`config.mk`:
```
export PLATFORM = sky130hd
export DESIGN_NAME = axi4lite_stream_loader
export DESIGN_NICKNAME = d
export VERILOG_FILES = /design/src/rtl/axi4lite_stream_loader.sv
export SDC_FILE = /design/constraint.sdc
export NUM_CORES = 1
export LEC_CHECK = 0
export ABC_AREA = 1
export CAP_MARGIN = 20
export CELL_PAD_IN_SITES_DETAIL_PLACEMENT = 1
export CELL_PAD_IN_SITES_GLOBAL_PLACEMENT = 1
export CORE_UTILIZATION = 25
export CTS_CLUSTER_DIAMETER = 80
export DETAILED_ROUTE_END_ITERATION = 8
export GPL_ROUTABILITY_DRIVEN = 0
export MAX_ROUTING_LAYER = met4
export PLACE_DENSITY_LB_ADDON = 0.1
export REMOVE_ABC_BUFFERS = 1
export SYNTH_ARGS = -nofsm -noshare
export SYNTH_HDL_FRONTEND = slang
export SYNTH_SLANG_ARGS = --single-unit
export TNS_END_PERCENT = 50
```
`constraint.sdc`:
```
create_clock -name aclk -period 2.25 [get_ports aclk]
set_input_delay 0.675 -clock aclk [delete_from_list [all_inputs] [get_ports aclk]]
set_output_delay 0.675 -clock aclk [all_outputs]
set_load 0.03 [all_outputs]
```
`src/rtl/axi4lite_stream_loader.sv`:
```
// Loads memstream weights: one stream entry per beat becomes WORDS 32-bit AXI4-Lite writes, LSW first, one write in flight.
// Build with LOADER_READBACK_EN to read each word back after its B response and flag any mismatch in error.
module axi4lite_stream_loader #(
    parameter int MEM_DEPTH          = 13824,
    parameter int MEM_WIDTH          = 32,
    parameter int AXILITE_ADDR_WIDTH = 2 + $clog2(MEM_DEPTH * (1 << $clog2((MEM_WIDTH + 31) / 32)))
) (
    input  logic                                aclk,
    input  logic                                aresetn,
    input  logic                                start,
    output logic                                busy,
    output logic                                done,
    output logic                                error,
    input  logic                                s_axis_tvalid,
    output logic                                s_axis_tready,
    input  logic [((MEM_WIDTH+7)/8)*8-1:0]      s_axis_tdata,
    output logic                                awvalid,
    input  logic                                awready,
    output logic [AXILITE_ADDR_WIDTH-1:0]       awaddr,
    output logic [2:0]                          awprot,
    output logic                                wvalid,
    input  logic                                wready,
    output logic [31:0]                         wdata,
    output logic [3:0]                          wstrb,
    input  logic                                bvalid,
    output logic                                bready,
    input  logic [1:0]                          bresp,
    output logic                                arvalid,
    input  logic                                arready,
    output logic [AXILITE_ADDR_WIDTH-1:0]       araddr,
    output logic [2:0]                          arprot,
    input  logic                                rvalid,
    output logic                                rready,
    input  logic [31:0]                         rdata,
    input  logic [1:0]                          rresp
);
    localparam int AW     = AXILITE_ADDR_WIDTH;
    localparam int WORDS  = (MEM_WIDTH + 31) / 32;
    localparam int STRIDE = 1 << $clog2(WORDS);
    localparam int EB     = WORDS * 32;
    localparam int EW     = (MEM_DEPTH > 1) ? $clog2(MEM_DEPTH) : 1;
    localparam int KW     = (WORDS > 1) ? $clog2(WORDS) : 1;
    localparam logic [EB-1:0] ENTRY_MASK = {EB{1'b1}} >> (EB - MEM_WIDTH);

    localparam logic [2:0] S_IDLE  = 3'd0;
    localparam logic [2:0] S_GET   = 3'd1;
    localparam logic [2:0] S_WR    = 3'd2;
    localparam logic [2:0] S_RESP  = 3'd3;
`ifdef LOADER_READBACK_EN
    localparam logic [2:0] S_RD    = 3'd4;
    localparam logic [2:0] S_RDATA = 3'd5;
`endif
    localparam logic [2:0] S_DONE  = 3'd6;

    logic [2:0]             r_state;
    logic [EW-1:0]          r_e;
    logic [KW-1:0]          r_k;
    logic [WORDS-1:0][31:0] r_entry;
    logic                   r_awvalid;
    logic                   r_wvalid;
    logic                   r_busy;
    logic                   r_done;
    logic                   r_error;
    logic                   w_last_word;
    logic                   w_last_entry;
    logic                   w_adv;
    logic [2:0]             w_adv_state;
    logic                   w_aw_done;
    logic                   w_w_done;
    logic [AW-1:0]          w_addr;
    logic [31:0]            w_wdata;

    assign w_last_word  = (r_k == KW'(WORDS - 1));
    assign w_last_entry = (r_e == EW'(MEM_DEPTH - 1));
    assign w_adv_state  = !w_last_word ? S_WR : (!w_last_entry ? S_GET : S_DONE);
    assign w_addr       = (AW'(r_e) * AW'(STRIDE) + AW'(r_k)) << 2;
    assign w_wdata      = r_entry[r_k];
    assign w_aw_done    = !r_awvalid || awready;
    assign w_w_done     = !r_wvalid || wready;

`ifdef LOADER_READBACK_EN
    logic r_arvalid;
    assign w_adv   = (r_state == S_RDATA) && rvalid;
    assign arvalid = r_arvalid;
    assign araddr  = w_addr;
    assign rready  = (r_state == S_RDATA);
`else
    logic w_unused_rd;
    assign w_adv       = (r_state == S_RESP) && bvalid;
    assign arvalid     = 1'b0;
    assign araddr      = '0;
    assign rready      = 1'b0;
    assign w_unused_rd = arready ^ rvalid ^ (^rdata) ^ (^rresp);
`endif

    always_ff @(posedge aclk or negedge aresetn) begin
        if (!aresetn) begin
            r_state   <= S_IDLE;
            r_e       <= '0;
            r_k       <= '0;
            r_entry   <= '0;
            r_awvalid <= 1'b0;
            r_wvalid  <= 1'b0;
            r_busy    <= 1'b0;
            r_done    <= 1'b0;
            r_error   <= 1'b0;
`ifdef LOADER_READBACK_EN
            r_arvalid <= 1'b0;
`endif
        end else begin
            r_done <= 1'b0;
            case (r_state)
                S_IDLE: if (start) begin
                    r_state <= S_GET;
                    r_error <= 1'b0;
                    r_e     <= '0;
                    r_busy  <= 1'b1;
                end
                S_GET: if (s_axis_tvalid) begin
                    r_entry   <= EB'(s_axis_tdata) & ENTRY_MASK;
                    r_k       <= '0;
                    r_awvalid <= 1'b1;
                    r_wvalid  <= 1'b1;
                    r_state   <= S_WR;
                end
                // AW and W retire independently; leave only once both have gone.
                S_WR: begin
                    if (r_awvalid && awready) r_awvalid <= 1'b0;
                    if (r_wvalid && wready)   r_wvalid  <= 1'b0;
                    if (w_aw_done && w_w_done) r_state <= S_RESP;
                end
                S_RESP: if (bvalid) begin
                    if (bresp != 2'b00) r_error <= 1'b1;
`ifdef LOADER_READBACK_EN
                    r_arvalid <= 1'b1;
                    r_state   <= S_RD;
`endif
                end
`ifdef LOADER_READBACK_EN
                S_RD: if (arready) begin
                    r_arvalid <= 1'b0;
                    r_state   <= S_RDATA;
                end
                S_RDATA: if (rvalid && (rresp != 2'b00 || rdata != w_wdata)) r_error <= 1'b1;
`endif
                S_DONE:  r_state <= S_IDLE;
                default: r_state <= S_IDLE;
            endcase
            // Completion of a word: next sub-word, next entry, or finish.
            if (w_adv) begin
                r_state <= w_adv_state;
                if (!w_last_word) begin
                    r_k       <= r_k + 1'b1;
                    r_awvalid <= 1'b1;
                    r_wvalid  <= 1'b1;
                end else if (!w_last_entry) begin
                    r_e <= r_e + 1'b1;
                end else begin
                    r_busy <= 1'b0;
                    r_done <= 1'b1;
                end
            end
        end
    end

    assign busy          = r_busy;
    assign done          = r_done;
    assign error         = r_error;
    assign s_axis_tready = (r_state == S_GET);
    assign awvalid       = r_awvalid;
    assign awaddr        = w_addr;
    assign awprot        = 3'b000;
    assign wvalid        = r_wvalid;
    assign wdata         = w_wdata;
    assign wstrb         = 4'hF;
    assign bready        = (r_state == S_RESP);
    assign arprot        = 3'b000;
endmodule

```
# After elaboration in Yosys (flattened, before gate mapping)
# Cells that the tools add are included.
# op_classes
addsub	3
n_lt_le_gt_ge	1
n_eq_ne	11
mux	39
reduce_logical	14
# op_table
cell	n
14-bit 2-to-1 mux	5
32-bit 2-to-1 mux	1
1-bit 2-to-1 mux	23
3-bit 2-to-1 mux	6
14-bit by 1-bit adder with 14-bit output	1
14-bit by 1-bit adder with 14-bit output, second input constant	1
14-bit equality test, second input constant	1
3-bit case mux with 4 select lines	1
4-bit AND reduction	2
3-bit by 2-bit equality test with 1-bit output, second input constant	2
3-bit inequality test, second input constant	2
1-bit case mux with 2 select lines	3
1-bit logical AND	4
2-bit by 1-bit inequality test with 1-bit output, second input constant	2
2-bit inequality test, second input constant	2
2-bit nonzero test	2
3-bit by 1-bit equality test with 1-bit output, second input constant	1
3-bit zero test	1
3-bit by 2-bit inequality test with 1-bit output, second input constant	1
1-bit zero test	2
1-bit logical OR	2
2-bit AND reduction	1
1-bit adder, second input constant	1
1-bit less-than comparator, second input constant	1
# word_totals
register_bits	55
input_bits	77
output_inout_bits	83
wordCells	77

# Logic depth before layout (Yosys ltp)
# Gate-level depths: netlist of the first run.
# depth
ltp_word	6
depth_mapped	11
ltp_nobuf	10

# Worst setup path after synthesis of the first run
# No wires, ideal clock.
# synth_timing
path_kind	register -> output
start	register r_k
end	output awaddr[12]
arrival_ns	1.849
required_ns	1.575
path_slack_ns	-0.274
path_stages_with_launch	7
path_buffers	0
path_cell_list	dfrtp_1 > ha_1 > ha_1 > inv_1 > nor3_1 > nand4_1 > xor2_1
# synth_between
elab_chain_cells	1
# synth_lines
element	line_no	rtl
start: declaration	57	logic [KW-1:0] r_k;
start signal: assignment	153	r_k <= r_k + 1'b1;
14-bit by 1-bit adder with 14-bit output	76	assign w_addr = (AW'(r_e) * AW'(STRIDE) + AW'(r_k)) << 2;
end: declaration	19	output logic [AXILITE_ADDR_WIDTH-1:0] awaddr,
# No other way between the ends.

# Worst setup path after layout of the first run
# layout_timing
start	register r_k
end	output awaddr[14]
# The elaborated chain is that of the path after synthesis.

==> results.yml, run 1 <==
run_status:
  status: "finished, violations left"
  violations: "negative setup slack"
timing:
  rsz0062_at_grt: "yes"
  fin_ws_ps: -144
  slew_violations: 0
  hold_viol: 0
  maxSlewHeadroom_pct: 53.1
  skew_ps: 5.17
  period_needed_ps: 2390
  fmax_mhz: 418
  setup_violations: 8
  worstMarginPinSlew_ps: 703
  fin_crit_sh_pct: 106
critical_path:
  critPathArrivalTime_ps: 1720
  critical_path_required_ps: 1570
  path_max_fanout: 3
  worstSetupPathType: "flop to primary output"
  endpoint_kind: "primary output"
  cp-start-kind: "flop"
floorplanning:
  die_x_um: 114
  io_pins: 160
  die_y_um: 114
  floorplan.initialDensity_pct: 25.8
  core_um2: 12100
  die-area_um2: 13000
  rows: 40
global_route:
  antenna_found_initial: 0
  grt_pass1_wl_um: 14700
  gr-total-overflow: 0
  grt_max_degree: 33
  groute.usage.overall_pct: 14.7
  grt_pass1_vias: 2992
cts:
  clock_latency_ps: 290
  htreeDepth: 2
  cts.path.max_buffers: 2
  cts_tree: "built"
  cts_num_sinks: 55
  ctsRootBufferMaster: "clkbuf_16"
  cts_hold_buf: 0
  cts_buffers: 5
  clkTransAtPathRegs_ps: 80
layout:
  fin_nets: 606
  n_antenna_cell: 0
  final_cells: 695
  final_cell_mix: "nand2_1, clkdlybuf4s50_1, dfrtp_1"
  drive_gt1_share_pct: 17.3
  layout_commonest_cell: "nand2_1"
  syn_to_final_growth_pct: 47.8
pwr:
  p_leak_nw: 2.30
  power_density_nw_per_um2: 1090
  worst_ir_drop_vdd_uv: 542
detailed_routing:
  remaining_drc_errors: 0
  wl_per_cell_um: 12.7
  vias: 2822
  drt_iter0_drc: 98
  wirelength_um: 8800
  first_pass_iters: 4
  antenna_left: 0
  drt-vias-per-instance: 4.06
flow_run:
  drv_cap: 0
yosys:
  synthArstFlopShare_pct: 100
  synthDominantCellAreaShare_pct: 44.0
  ys.flop_type: "dfrtp_1"
  ys_types: 29
  synth_largest_area_cell: "dfrtp_1"
  synth_warnings: 0
  synth-edff-count: 0
  synthCells: 406
  synth.top_cells.by_area: "dfrtp_1, nand2_1, buf_4, inv_1, xor2_1"
  syn_avg_cell_area_um2: 7.70
  ys_ff_latch: 55
  syn_area_um2: 3130
  yosysSeqAreaShare_pct: 44.0
placement:
  pre_cts_ws_ps: 4.23
  hpwl_um: 6470
  io_buffer_count: 93
  dp.cells: 673
hold_path:
  hold_path.class: "primary input to async pin"
[repair_timing]
action / in CTS / in global routing
buffers inserted: 12 / 2
setup endpoints to repair: 13 / 10
cloned: 0 / 0
resized for setup: 18 / 10
pin swaps: 9 / 3
[critical path, stage by stage, from the launching register on]
cell and delay, ps:
dfrtp_1 410, ha_4 160, ha_4 150, inv_4 40, buf_6 110, nor3_4 200, xor2_2 190, clkbuf_16 170
[area by class of cell]
type	count	area, µm²
sequential	55	1380
tap	168	210
inverter	42	163
timing repair buffer	127	1270
clock buffer	5	125
clock inverter	3	25.0
fill	1465	7490
multi-input combinational	295	1450
[sequential cells by signal, summed over array words and instances, names as in the netlist]
| signal | count |
|---|---|
| awvalid | 1 |
| busy | 1 |
| done | 1 |
| error | 1 |
| r_e | 14 |
| r_entry | 32 |
| r_k | 1 |
| r_state | 3 |
| wvalid | 1 |
[layer usage]
metal / routed length [µm] / track usage (%)
met1: 3980 / 17.0
met2: 4130 / 25.2
met3: 648 / 4.78
met4: 44 / 2.86
met5: 0 / -
[path summary, 6_finish.rpt]
check | startpoint | end | slack, ps | depth (start not counted)
worst min-delay path | aresetn | r_e[12]$_DFF_PN0_ | 420 | 1
worst min register to register | r_entry[0]$_DFFE_PN0P_ | r_entry[0]$_DFFE_PN0P_ | 470 | 2
worst max register to register | r_e[0]$_DFF_PN0_ | r_state[0]$_DFFE_PN0P_ | 420 | 11
min in group aclk | r_entry[0]$_DFFE_PN0P_ | r_entry[0]$_DFFE_PN0P_ | 470 | 2
max in group asynchronous | aresetn | r_entry[13]$_DFFE_PN0P_ | 1220 | 2
worst max-delay path | r_k$_DFF_PN0_ | awaddr[14] | -140 | 7
[report_power, final]
group / total (W) / switching [W] / internal (W)
Sequential: 0.00155 / 0.000212 / 0.00134
Combinational: 0.00266 / 0.00161 / 0.00105
Clock: 0.000802 / 0.000384 / 0.000418
Total: 0.00502 / 0.00221 / 0.00281
[through the flow]
step,total power (W),hold WS (ps),setup TNS (ps),cell area (µm²),util (%)
2_1_floorplan,0.00302,379,-839,2900,-
4_1_cts,0.00510,440,-995,4570,37.7
5_1_grt,0.00538,469,-1430,4620,38.2
6_report,0.00502,422,-626,4620,38.2
3_5_place_dp,0.00424,461,0,4260,35.2
3_3_place_gp,0.00420,453,0,4260,35.2
[Yosys cell counts, types with 2 or more instances]
cell and count:
buf_6 4, nand4_1 4, inv_2 4, buf_2 2
o22ai_1 2, buf_4 35, dfrtp_1 55, nand2_1 162
inv_1 38, a21oi_1 4, ha_1 3, o21ai_1 2
nand3_1 21, conb_1 2, nand2_2 2, nor2_4 2
nand2_4 2, nor2_1 25, o21ai_0 10, nor2_2 3
xor2_1 13, xnor2_1 2, nor3_1 3
[logic make-up after synthesis]
logic type | synth area share (%)
adders and majority gates | 1.20
buffers and inverters | 15.7
and+or+nand+nor | 31.2
AOI/OAI and AO/OA | 3.48
other | 0.240
DFF | 44.0
xor gates and xnor gates | 4.20
Power figures use the tool's default switching activity.
==> inputs of run 2 (changes only) <==
--- a/config.mk
+++ b/config.mk
@@ -13,9 +13,11 @@
 export CTS_CLUSTER_DIAMETER = 80
 export DETAILED_ROUTE_END_ITERATION = 8
 export GPL_ROUTABILITY_DRIVEN = 0
+export HOLD_SLACK_MARGIN = 0.06
 export MAX_ROUTING_LAYER = met4
 export PLACE_DENSITY_LB_ADDON = 0.1
 export REMOVE_ABC_BUFFERS = 1
+export SLEW_MARGIN = 40
 export SYNTH_ARGS = -nofsm -noshare
 export SYNTH_HDL_FRONTEND = slang
 export SYNTH_SLANG_ARGS = --single-unit
==> results of run 2 <==
Final layout, timing and power as in run 1 (identical DEF).
==> inputs of run 3 (changes only) <==
--- a/config.mk
+++ b/config.mk
@@ -10,6 +10,7 @@
 export CELL_PAD_IN_SITES_DETAIL_PLACEMENT = 1
 export CELL_PAD_IN_SITES_GLOBAL_PLACEMENT = 1
 export CORE_UTILIZATION = 25
+export CTS_BUF_LIST = sky130_fd_sc_hd__clkbuf_16
 export CTS_CLUSTER_DIAMETER = 80
 export DETAILED_ROUTE_END_ITERATION = 8
 export GPL_ROUTABILITY_DRIVEN = 0
==> results of run 3 <==
Final layout, timing and power as in run 1 (identical DEF).
